<file path="config.mk">
export PLATFORM = sky130hd
export DESIGN_NAME = xswitch_rr
export DESIGN_NICKNAME = d
export VERILOG_FILES = /design/src/rtl/xswitch_rr_pkg.sv /design/src/rtl/xswitch_rr_fifo.sv /design/src/rtl/xswitch_rr.sv
export SDC_FILE = /design/constraint.sdc
export NUM_CORES = 1
export LEC_CHECK = 0
export ABC_AREA = 1
export CORE_ASPECT_RATIO = 1.5
export CORE_MARGIN = 2
export CORE_UTILIZATION = 50
export CTS_CLUSTER_SIZE = 24
export DETAILED_ROUTE_END_ITERATION = 12
export PLACE_DENSITY = 0.76
export SYNTH_ARGS = -nofsm -noshare
export SYNTH_HDL_FRONTEND = slang
export SYNTH_HIERARCHICAL = 1
export SYNTH_SLANG_ARGS = --single-unit
</file>
<file path="constraint.sdc">
create_clock -name clk -period 5.5 [get_ports clk]
set_input_delay 1.1 -clock clk [delete_from_list [all_inputs] [get_ports clk]]
set_output_delay 1.1 -clock clk [all_outputs]
set_load 0.05 [all_outputs]
</file>
<file path="src/rtl/xswitch_rr_pkg.sv">
// xswitch_rr_pkg: shared widths, counter limits, entry type and port-index helper for the crossbar
package xswitch_rr_pkg;
  localparam int CNT_W = 16;
  localparam logic [CNT_W-1:0] CNT_MAX = 16'hFFFF;
  localparam int ENTRY_ADDR_W = 8;
  localparam int ENTRY_DATA_W = 8;
  typedef struct packed {
    logic [ENTRY_ADDR_W-1:0] addr;
    logic [ENTRY_DATA_W-1:0] data;
  } entry_t;
  function automatic int port_w(input int n);
    return $clog2(n);
  endfunction
endpackage

</file>
<file path="src/rtl/xswitch_rr_fifo.sv">
// xswitch_rr_fifo: single-clock input FIFO; ports clk, reset, push/din in, pop in, head/count/ready out (ready registered)
module xswitch_rr_fifo #(
  parameter int W = 16,
  parameter int DEPTH = 4
) (
  input  logic                         clk,
  input  logic                         reset,
  input  logic                         push,
  input  logic [W-1:0]                 din,
  input  logic                         pop,
  output logic [W-1:0]                 head,
  output logic [$clog2(DEPTH+1)-1:0]   count,
  output logic                         ready
);
  localparam int AW = $clog2(DEPTH);
  localparam int CW = $clog2(DEPTH+1);
  logic [W-1:0] mem [DEPTH];
  logic [AW-1:0] wp, rp;
  logic [CW-1:0] nxt;
  always_comb nxt = count + CW'(push) - CW'(pop);
  always_ff @(posedge clk or posedge reset)
    if (reset) begin
      wp <= '0;
      rp <= '0;
      count <= '0;
      ready <= 1'b0;
    end else begin
      wp <= wp + AW'(push);
      rp <= rp + AW'(pop);
      count <= nxt;
      ready <= nxt != CW'(DEPTH);
    end
  always_ff @(posedge clk)
    if (push) mem[wp] <= din;
  assign head = mem[rp];
endmodule

</file>
<file path="src/rtl/xswitch_rr.sv">
// xswitch_rr: NPORTS x NPORTS crossbar with per-input FIFOs, per-output round-robin arbiters and valid/ready outputs.
// Ports: clk, reset (async high), data_in/addr_in/valid_in + data_rd per input, data_out/addr_out/valid_out + rcv_rdy per output,
// pkt_cnt (per-output delivered counters) only when XSWITCH_RR_STATS_EN is defined.
module xswitch_rr
  import xswitch_rr_pkg::*;
#(
  parameter int NPORTS = 4,
  parameter int DATA_W = 8,
  parameter int ADDR_W = 8,
  parameter int DEPTH = 4
) (
  input  logic                       clk,
  input  logic                       reset,
  input  logic [NPORTS*DATA_W-1:0]   data_in,
  input  logic [NPORTS*ADDR_W-1:0]   addr_in,
  input  logic [NPORTS-1:0]          valid_in,
  output logic [NPORTS-1:0]          data_rd,
  output logic [NPORTS*DATA_W-1:0]   data_out,
  output logic [NPORTS*ADDR_W-1:0]   addr_out,
  output logic [NPORTS-1:0]          valid_out,
`ifdef XSWITCH_RR_STATS_EN
  output logic [NPORTS*CNT_W-1:0]    pkt_cnt,
`endif
  input  logic [NPORTS-1:0]          rcv_rdy
);
  localparam int PW = port_w(NPORTS);
  localparam int W = ADDR_W + DATA_W;
  localparam int CW = $clog2(DEPTH+1);
  logic [W-1:0] head [NPORTS];
  logic [CW-1:0] cnt [NPORTS];
  logic [NPORTS-1:0] hv, pop, drop, gv, load;
  logic [NPORTS-1:0] req [NPORTS];
  logic [PW-1:0] gi [NPORTS];
  logic [PW-1:0] ptr [NPORTS];
  logic [DATA_W-1:0] dq [NPORTS];
  logic [ADDR_W-1:0] aq [NPORTS];
  for (genvar i = 0; i < NPORTS; i++) begin : g_in
    xswitch_rr_fifo #(.W(W), .DEPTH(DEPTH)) u_fifo (
      .clk(clk),
      .reset(reset),
      .push(valid_in[i] & data_rd[i]),
      .din({addr_in[i*ADDR_W +: ADDR_W], data_in[i*DATA_W +: DATA_W]}),
      .pop(pop[i]),
      .head(head[i]),
      .count(cnt[i]),
      .ready(data_rd[i])
    );
    assign hv[i] = |cnt[i];
  end
  // req[j][i]: head of FIFO i is addressed to output j. A head matching no
  // output (dest >= NPORTS) is dropped by popping it without a grant.
  always_comb begin
    drop = hv;
    for (int j = 0; j < NPORTS; j++) begin
      load[j] = !valid_out[j] | rcv_rdy[j];
      for (int i = 0; i < NPORTS; i++) begin
        req[j][i] = hv[i] && head[i][DATA_W +: PW] == PW'(j);
        if (req[j][i]) drop[i] = 1'b0;
      end
    end
    pop = drop;
    for (int j = 0; j < NPORTS; j++) begin
      gv[j] = 1'b0;
      gi[j] = '0;
      for (int k = 0; k < NPORTS; k++)
        if (load[j] && !gv[j] && req[j][(int'(ptr[j]) + k) % NPORTS]) begin
          gv[j] = 1'b1;
          gi[j] = PW'((int'(ptr[j]) + k) % NPORTS);
        end
      if (gv[j]) pop[gi[j]] = 1'b1;
    end
  end
  always_ff @(posedge clk or posedge reset)
    if (reset) begin
      valid_out <= '0;
      for (int j = 0; j < NPORTS; j++) begin
        dq[j] <= '0;
        aq[j] <= '0;
        ptr[j] <= '0;
      end
    end else begin
      for (int j = 0; j < NPORTS; j++)
        if (gv[j]) begin
          dq[j] <= head[gi[j]][DATA_W-1:0];
          aq[j] <= head[gi[j]][W-1:DATA_W];
          valid_out[j] <= 1'b1;
          ptr[j] <= gi[j] == PW'(NPORTS-1) ? '0 : gi[j] + PW'(1);
        end else if (rcv_rdy[j]) valid_out[j] <= 1'b0;
    end
  for (genvar j = 0; j < NPORTS; j++) begin : g_out
    assign data_out[j*DATA_W +: DATA_W] = dq[j];
    assign addr_out[j*ADDR_W +: ADDR_W] = aq[j];
  end
`ifdef XSWITCH_RR_STATS_EN
  logic [CNT_W-1:0] pc [NPORTS];
  always_ff @(posedge clk or posedge reset)
    if (reset) begin
      for (int j = 0; j < NPORTS; j++) pc[j] <= '0;
    end else begin
      for (int j = 0; j < NPORTS; j++)
        if (valid_out[j] && rcv_rdy[j] && pc[j] != CNT_MAX) pc[j] <= pc[j] + 1'b1;
    end
  for (genvar j = 0; j < NPORTS; j++) begin : g_cnt
    assign pkt_cnt[j*CNT_W +: CNT_W] = pc[j];
  end
`endif
endmodule

</file>
==> impl_metrics.json <==
{
  "cts_resized": 0,
  "max_freq_mhz": 218,
  "end_kind": "flop",
  "design.core.area_mm2": 0.0367,
  "required_ns": 5.93,
  "clk_latency_ns": 0.54,
  "drt-vias-per-instance": 5.48,
  "grt_usage": 0.264,
  "critPathKind": "reg2reg",
  "synth_mux_area_frac": 0,
  "die_w_um": 161,
  "clockRootBuffer": "clkbuf_16",
  "antenna_found_initial": 1,
  "drcViolationCount": 0,
  "rsz0062_at_grt": "no",
  "routedWlPerCell_um": 19.4,
  "yosysTopAreaCellShare": 0.414,
  "numCtsBuffers": 34,
  "num_rows": 86,
  "gr-total-overflow": 0,
  "synth_area_leader_cell": "edfxtp_1",
  "hold_depth": 1,
  "antenna_left": 0,
  "synth_fp_nets": 2099,
  "synth_top_cells_by_count": "nand2_1 (595), nand3_1 (289), inv_1 (276), edfxtp_1 (256), dfrtp_1 (108)",
  "synthArstFlopShare": 0.297,
  "ios": 146,
  "dp_hpwl_um": 36700,
  "synthTopCellsByArea": "edfxtp_1 (41%), dfrtp_1 (15%), nand2_1 (12%)",
  "status": "finished, final reports clean",
  "path_max_fanout": 18,
  "wirelength_um": 50900,
  "critPathLaunchType": "flop",
  "port_buffers": 145,
  "holdPathEnd": "addr_out[25]$_DFFE_PP0N_",
  "synth-xor-area-share": 0.00728,
  "die_area_mm2": 0.0387,
  "slew_headroom": 0.444,
  "synth_compound_area_frac": 0.0722,
  "yosysSeqAreaShare": 0.559,
  "gp_congestion": 0.959,
  "fin_cells": 2624,
  "worst_pin_slew_ns": 0.834,
  "finalCritPeriodShare": 0.834,
  "skew_ns": 0.0259,
  "drv_slew": 0,
  "timing_hold_violations_final": 0,
  "yosys_warnings": 6,
  "synthCells": 1992,
  "drive_gt1_frac": 0.100,
  "fin_crit_ns": 4.59,
  "setup-tns-final_ns": 0,
  "syn_avg_cell_area_um2": 9.32,
  "cts.hold.buffers_added": 0,
  "finalSetupViolCount": 0,
  "ys_types": 33,
  "yosysMostFrequentCell": "nand2_1",
  "drt-initial-drc-count": 1491,
  "grt_max_degree": 58,
  "area_growth_pct": 14.3,
  "place_area_mm2": 0.0202,
  "synthAdderAreaFrac": 0.0238,
  "die-height_um": 240,
  "synth_seq_cells": 364,
  "rr_endpoint": "g_in[3].u_fifo/ready$_DFF_PP0_",
  "netlist_area_mm2": 0.0186,
  "grt_pass1_vias": 14200,
  "cap_violations": 0,
  "synthFlopType": "edfxtp_1",
  "hold_class": "reg2reg",
  "reg2reg_from": "g_in[2].u_fifo/rp[0]$_DFF_PP0_",
  "nNetsFinal": 2223,
  "ff2ff_path_depth": 25,
  "initial_core_util": 0.506,
  "hp-start": "addr_out[25]$_DFFE_PP0N_",
  "cts_setup_buffers": 0,
  "dp_cells": 2564,
  "dr.pass1.iters": 6,
  "synth_top_family_by_area": "simple AND/OR/NAND/NOR gates",
  "vias": 14400,
  "grt_pass1_wl_um": 77800,
  "cts_tree": "yes",
  "clock-sinks": 364,
  "synth_edf_count": 256,
  "clkTransAtPathRegs_ns": 0.07,
  "cp.arrival_ns": 5.01,
  "regToRegSetupSlack_ns": 0.91,
  "clockBufferDepth": 3,
  "h-tree-depth": 2,
  "final_area_mm2": 0.0212,
  "yosys.area_share.simple": 0.232,
  "num-fill-cells": 3091
}
stage by stage:
step	util	hold WS [ns]	worst slack (ns)
floorplan	-	0.482	1.73
global placement	0.550	0.454	1.02
detailed placement	0.550	0.456	0.932
CTS	0.579	0.476	1.00
global route	0.579	0.486	0.688
finish	0.579	0.472	0.914
cell families after synthesis:
family	after synthesis
AO/OA/AOI/OAI	199
XOR/XNOR	12
adder cells (fa/ha/maj)	33
buffers and inverters	391
flip-flops	364
AND/OR/NAND/NOR	993
how the worst max path moves through the flow:
stage / start / end / slack (ns)
6_report: g_in[2].u_fifo/rp[0]$_DFF_PP0_ / g_in[3].u_fifo/ready$_DFF_PP0_ / 0.91
5_1_grt: g_in[2].u_fifo/rp[0]$_DFF_PP0_ / g_in[3].u_fifo/ready$_DFF_PP0_ / 0.69
4_1_cts: g_in[2].u_fifo/rp[0]$_DFF_PP0_ / g_in[3].u_fifo/ready$_DFF_PP0_ / 1.0
3_5_place_dp: rcv_rdy[0] / g_in[1].u_fifo/ready$_DFF_PP0_ / 0.93
3_3_place_gp: rcv_rdy[2] / g_in[2].u_fifo/ready$_DFF_PP0_ / 1.02
2_1_floorplan: rcv_rdy[0] / g_in[2].u_fifo/ready$_DFF_PP0_ / 1.73
flip-flops by register name (all words and copies together), names as in the netlist, 8 cells and up:
signal             count
ptr                    8
data_out              32
g_in.u_fifo/wp         8
g_in.u_fifo/count     12
g_in.u_fifo/mem      256
g_in.u_fifo/rp         8
addr_out              32
critical path, cell delays in order (launching register included):
cell and delay [ns]:
dfrtp_2 0.54, a21oi_2 0.18, o21ai_1 0.07, nand2_1 0.36
inv_1 0.07, nor2_1 0.14, nand3_1 0.11, nand3_1 0.15
nand2_2 0.09, nand4_1 0.12, nor2_1 0.06, nor2_1 0.15
nand3_2 0.37, ha_1 0.34, nand2_1 0.08, nand4_1 0.21
ha_1 0.36, inv_1 0.04, ha_1 0.18, fa_1 0.38
inv_1 0.07, nand2_1 0.07, nand2_1 0.09, nand2_1 0.07
nand2_1 0.09, nand2_1 0.06
final cells by class:
cell class              count  area [µm²]  share of cell area
flip-flops and latches    364       10400               0.490
multi-input cells        1237        6310               0.297
repair buffers            192        1800              0.0850
inverters                 287        1080              0.0508
clock buffers              43         925              0.0436
well taps                 484         606              0.0285
clock inverters            16         110             0.00519
diodes                      1        2.50            0.000118
routing by layer:
metal / track usage / vias to the layer above / part of all wire
met5: 0 / - / 0
met4: 0.198 / 0 / 0.084
met3: 0.0426 / 195 / 0.064
met2: 0.440 / 587 / 0.48
met1: 0.306 / 6823 / 0.37
li1: - / 6774 / -
layout by cell type (no fill, tap or decap), drive strengths merged:
cell | synthesis | layout
dfrtp | 108 | 108
o211ai | 64 | 64
nand3 | 295 | 295
o21ai | 70 | 70
clkbuf | 6 | 43
nor2 | 56 | 56
edfxtp | 256 | 256
nand2 | 602 | 602
ha | 29 | 29
xor2 | 12 | 12
clkinv | 0 | 12
a21oi | 65 | 65
clkdlybuf4s50 | 0 | 145
buf | 98 | 47
or2 | 4 | 4
inv | 287 | 288
clkinvlp | 0 | 3
fa | 4 | 4
diode | 0 | 1
nand4 | 17 | 17
nor3 | 19 | 19
Power is not shown: default switching activity piles up to over one toggle a cycle in this logic, so the estimate is an artifact.
